--- src/rtl/board_pkg.sv ---
// Shared types for the board status/IO controller.
package board_pkg;

  typedef enum logic [1:0] {
    MODE_OFF = 2'b00,
    MODE_ON  = 2'b01,
    MODE_HB  = 2'b10,
    MODE_PWM = 2'b11
  } led_mode_e;

endpackage

--- src/rtl/btn_debounce.sv ---
// One push-button channel: 2-FF synchroniser, stability counter,
// debounced level and a single-cycle rising-edge pulse.
module btn_debounce #(
  parameter int unsigned DEBOUNCE_CYCLES = 250_000
) (
  input  logic clk_i,
  input  logic rst_ni,
  input  logic btn_i,
  output logic btn_o,
  output logic rise_o
);

  localparam int unsigned     CNT_W    = $clog2(DEBOUNCE_CYCLES + 1);
  localparam logic [CNT_W-1:0] CNT_LAST = CNT_W'(DEBOUNCE_CYCLES - 1);

  logic             meta;
  logic             sync;
  logic             stable;
  logic             rise;
  logic [CNT_W-1:0] cnt;

  always_ff @(posedge clk_i or negedge rst_ni) begin
    if (!rst_ni) begin
      meta   <= 1'b0;
      sync   <= 1'b0;
      stable <= 1'b0;
      rise   <= 1'b0;
      cnt    <= '0;
    end else begin
      meta <= btn_i;
      sync <= meta;
      rise <= 1'b0;
      if (sync == stable) begin
        cnt <= '0;
      end else if (cnt == CNT_LAST) begin
        // Pulse is registered alongside stable so it lines up with the 0->1 change.
        stable <= sync;
        rise   <= sync;
        cnt    <= '0;
      end else begin
        cnt <= cnt + CNT_W'(1);
      end
    end
  end

  assign btn_o  = stable;
  assign rise_o = rise;

endmodule

--- src/rtl/board_status_ctrl.sv ---
// Board status/IO controller: debounced buttons, heartbeat and per-LED
// mode selection (off / static / heartbeat / PWM) with registered LED drive.
module board_status_ctrl
  import board_pkg::*;
#(
  parameter int unsigned CLK_FREQ        = 25_000_000,
  parameter int unsigned NUM_BTN         = 7,
  parameter int unsigned NUM_LED         = 8,
  parameter int unsigned DEBOUNCE_CYCLES = 250_000,
  parameter int unsigned HEARTBEAT_W     = 23,
  parameter int unsigned PWM_W           = 8
) (
  input  logic                     clk_i,
  input  logic                     rst_ni,
  input  logic [NUM_BTN-1:0]       btn_i,
  output logic [NUM_BTN-1:0]       btn_o,
  output logic [NUM_BTN-1:0]       btn_rise_o,
  input  logic [2*NUM_LED-1:0]     led_mode_i,
  input  logic [NUM_LED-1:0]       led_val_i,
  input  logic [PWM_W*NUM_LED-1:0] led_duty_i,
  output logic [NUM_LED-1:0]       led_o,
  output logic                     heartbeat_o
);

  if (CLK_FREQ == 0 || NUM_BTN == 0 || NUM_LED == 0 || DEBOUNCE_CYCLES == 0) begin : g_param_check
    $error("board_status_ctrl: CLK_FREQ, NUM_BTN, NUM_LED and DEBOUNCE_CYCLES must be >= 1");
  end

  for (genvar i = 0; i < NUM_BTN; i++) begin : g_btn
    btn_debounce #(
      .DEBOUNCE_CYCLES(DEBOUNCE_CYCLES)
    ) u_btn_debounce (
      .clk_i (clk_i),
      .rst_ni(rst_ni),
      .btn_i (btn_i[i]),
      .btn_o (btn_o[i]),
      .rise_o(btn_rise_o[i])
    );
  end

  logic [HEARTBEAT_W-1:0] hb_cnt;
  logic [PWM_W-1:0]       pwm_cnt;
  logic [NUM_LED-1:0]     led_next;
  led_mode_e              mode;

  // Free-running counters; never disturbed by LED mode changes.
  always_ff @(posedge clk_i or negedge rst_ni) begin
    if (!rst_ni) begin
      hb_cnt  <= '0;
      pwm_cnt <= '0;
    end else begin
      hb_cnt  <= hb_cnt + HEARTBEAT_W'(1);
      pwm_cnt <= pwm_cnt + PWM_W'(1);
    end
  end

  assign heartbeat_o = hb_cnt[HEARTBEAT_W-1];

  always_comb begin
    led_next = '0;
    mode     = MODE_OFF;
    for (int unsigned k = 0; k < NUM_LED; k++) begin
      mode = led_mode_e'(led_mode_i[2*k +: 2]);
      case (mode)
        MODE_OFF: led_next[k] = 1'b0;
        MODE_ON:  led_next[k] = led_val_i[k];
        MODE_HB:  led_next[k] = heartbeat_o;
        MODE_PWM: led_next[k] = (pwm_cnt < led_duty_i[PWM_W*k +: PWM_W]);
        default:  led_next[k] = 1'b0;
      endcase
    end
  end

  always_ff @(posedge clk_i or negedge rst_ni) begin
    if (!rst_ni) begin
      led_o <= '0;
    end else begin
      led_o <= led_next;
    end
  end

endmodule

--- config.mk ---
export PLATFORM = sky130hd
export DESIGN_NAME = board_status_ctrl
export DESIGN_NICKNAME = d
export VERILOG_FILES = /design/src/rtl/board_pkg.sv /design/src/rtl/btn_debounce.sv /design/src/rtl/board_status_ctrl.sv
export SDC_FILE = /design/constraint.sdc
export NUM_CORES = 1
export LEC_CHECK = 0
export BUFFER_PORTS_ARGS = -buffer_cell sky130_fd_sc_hd__buf_2
export CORE_MARGIN = 2
export CORE_UTILIZATION = 29
export DETAILED_ROUTE_END_ITERATION = 8
export GPL_ROUTABILITY_DRIVEN = 0
export MAX_ROUTING_LAYER = met4
export PLACE_DENSITY = 0.55
export RECOVER_POWER = 50
export SYNTH_ARGS = -nofsm -noshare
export SYNTH_HDL_FRONTEND = slang
export SYNTH_HIERARCHICAL = 1
export SYNTH_SLANG_ARGS = --single-unit
--- constraint.sdc ---
create_clock -name clk_i -period 5.01 [get_ports clk_i]
set_clock_uncertainty 0.15 [all_clocks]
set_input_delay 0.501 -clock clk_i [delete_from_list [all_inputs] [get_ports clk_i]]
set_output_delay 0.501 -clock clk_i [all_outputs]
set_load 0.02 [all_outputs]
==> results.yml <==
synth:
  synth_edf_count: 0
  dominantRegCellSynth: "dfrtp_1"
  synth.area.top_cells: "dfrtp_1, ha_1, xnor2_1"
  syn_area_sq_um: 10500
  yosys.area.top_type_share_pct: 45.8
  async_flop_share_pct: 100
  synth_top_area_cell: "dfrtp_1"
  synth_cells: 1040
  ys_seq_area_share_pct: 45.8
  syn_nets: 1202
  yosysWarnings: 6
  postSynthAreaPerCell_sq_um: 10.1
  ys_seq_elements: 193
  synth_cell_types: 39
setup_path:
  r2r_slack_ns: 2.58
  worstSetupPathType: "input pin to asynchronous set/reset pin"
  worst_ep_arrival_time_ns: 3.47
  end_kind: "asynchronous set/reset pin"
  worstPathMaxFanout: 90
  worst_setup_path_start_kind: "input pin"
  worst_ep_required_time_ns: 5.36
power:
  power.density_nw_per_um2: 256
  p_leak_nw: 5.33
  power_mw: 3.12
  ir_drop_mv: 0.186
grt:
  antenna_found_initial: 0
  grt_overflow: 0
  grt_pass1_wl_mm: 37.3
  grt_pass1_vias: 7610
  grt_max_degree: 91
  grt_use_total_pct: 12.3
floorplan:
  die-height_microns: 195
  rows: 69
  dieArea_sq_um: 37900
  io_pins: 120
  die_x_microns: 195
  initial_core_util_pct: 29.6
  core_sq_um: 35700
cells_and_area:
  instances_no_fill: 1645
  nets: 1334
  n_antenna_cell: 0
  regArea_sq_um: 4830
  multi_input_area_sq_um: 5250
  fill_cells: 3635
  drive_above_1_share_pct: 14.9
  area_growth_syn_to_layout_pct: 15.4
clock_network:
  cts_tree: "built"
  root_buffer: "clkbuf_16"
  clk_latency_ns: 0.45
  cts_resized: 0
  clk_pin_slew_ns: 0.07
  post-cts-setup-buffers: 0
  clkSinkCount: 193
  holdBufCountCts: 8
  htreeDepth: 4
  numCtsBuffers: 17
  cts_buffer_depth: 2
routing:
  final_antenna_net_count: 0
  wirelength_mm: 21.5
  firstDrtPassIters: 8
  viasPerCell: 4.76
  vias: 7829
  avgRoutedWirePerCell_microns: 13.1
  drcViolationCount: 1
  drtIter0Drc: 383
sta:
  min_period_over_period_pct: 62.2
  grt_setup_unrepaired: "no"
  fin_hold_ws_ns: 0.171
  tightest_slew_ns: 2.27
  hold_viol_final: 0
  fin_tns_setup_ns: 0
  setup_viol: 0
  timing.slew.headroom_pct: -51.3
  timing.fmax_mhz: 321
  drv_slew: 91
  period_needed_ns: 3.12
run:
  maxCapViolCount: 1
run_status:
  outcome: "finished with violations"
  violations: "DRC, capacitance limit, slew limit"
hold_path:
  hp-class: "input pin to flip-flop"
placement:
  port_buffers: 119
  dp_cells: 1606
  hpwl_mm: 14.9
## stage by stage
stage	worst slack [ns]	cell area, sq um	util [%]
6_report	1.89	12200	34.1
5_1_grt	1.25	12200	34.1
3_3_place_gp	2.58	11600	32.7
2_1_floorplan	2.98	10500	-
3_5_place_dp	2.54	11600	32.7
4_1_cts	2.54	12300	34.5
## cells by family after synthesis
group | synth area share (%)
DFF | 45.8
muxes | 0.996
buffers and inverters | 3.62
xor gates and xnor gates | 11.0
and+or+nand+nor | 24.1
adders and majority gates | 7.71
AOI/OAI and AO/OA | 6.82
## cell usage after synthesis (all sizes together), types with 16 or more instances
cell	number
ha	65
nand2b	16
xor2	43
nor2	124
o21ai	31
nand2	75
nand4	48
or4	21
xnor2	89
a2111oi	16
a21oi	22
nor4	46
nand3	63
inv	76
dfrtp	193
## report_power, final
part           internal [mW]  switching, mW  total (mW)  leakage (nW)
Sequential              1.58         0.0216        1.60          2.61
Combinational         0.0774          0.108       0.185          2.45
Clock                  0.681          0.647        1.33         0.279
## final timing paths
kind / start / end / cells after the start
max in group clk_i: g_btn[2].u_btn_debounce/cnt[0]$_DFF_PN0_ / g_btn[2].u_btn_debounce/cnt[6]$_DFF_PN0_ / 4
worst min register to register: g_btn[0].u_btn_debounce/meta$_DFF_PN0_ / g_btn[0].u_btn_debounce/sync$_DFF_PN0_ / 0
min in group asynchronous: rst_ni / g_btn[6].u_btn_debounce/cnt[15]$_DFF_PN0_ / 2
worst max-delay path: rst_ni / g_btn[0].u_btn_debounce/meta$_DFF_PN0_ / 3
worst max register to register: g_btn[2].u_btn_debounce/cnt[0]$_DFF_PN0_ / g_btn[2].u_btn_debounce/cnt[6]$_DFF_PN0_ / 4
worst min-delay path: led_val_i[7] / led_o[7]$_DFF_PN0_ / 3
## worst max-delay path, cell delays in order
cell           delay (ns)
dlygate4sd3_1        0.52
clkbuf_2             1.56
buf_4                0.80
## cell usage in the layout, fill, tap and decap left out, types with 8 or more instances in the layout
master         count
or4_4              9
or4_1             12
o21ai_0           30
a211oi_1           8
nor4_1            45
a2111oi_0         16
and4_1             8
nand3_1           54
xor2_1            43
dfrtp_1          193
nor2_1           124
clkbuf_1          23
clkbuf_16         17
nand2_1           75
ha_1              65
nand2b_1           9
a21oi_1           22
xnor2_1           89
inv_1             76
nor3_1            15
nand3b_1          14
buf_2             95
and3_1             8
nand4_1           48
dlygate4sd3_1      8
nand3_2            9
## flip-flops by register name (all words and copies together) (netlist names)
register and flops:
hb_cnt 23, g_btn.u_btn_debounce/btn_o 7, g_btn.u_btn_debounce/meta 7, g_btn.u_btn_debounce/sync 7
pwm_cnt 8, led_o 8, g_btn.u_btn_debounce/cnt 126, g_btn.u_btn_debounce/rise_o 7
## final cells by class
class | instances | area share (%)
clock buffer | 19 | 3.72
inverter | 76 | 2.34
tap | 461 | 4.74
timing repair buffer | 129 | 5.44
clock inverter | 12 | 0.945
sequential | 193 | 39.7
multi-input combinational | 755 | 43.2
## layer usage
layer  vias to the layer above  global-route usage [%]  part of all wire, %
li1                       3946                       -                    -
met1                      3710                    16.4                   50
met2                       153                    18.4                   45
met3                        20                    2.78                  4.3
met4                         0                    4.30                  1.2
met5                         -                       -                    0
(Power assumes the default switching activity.)
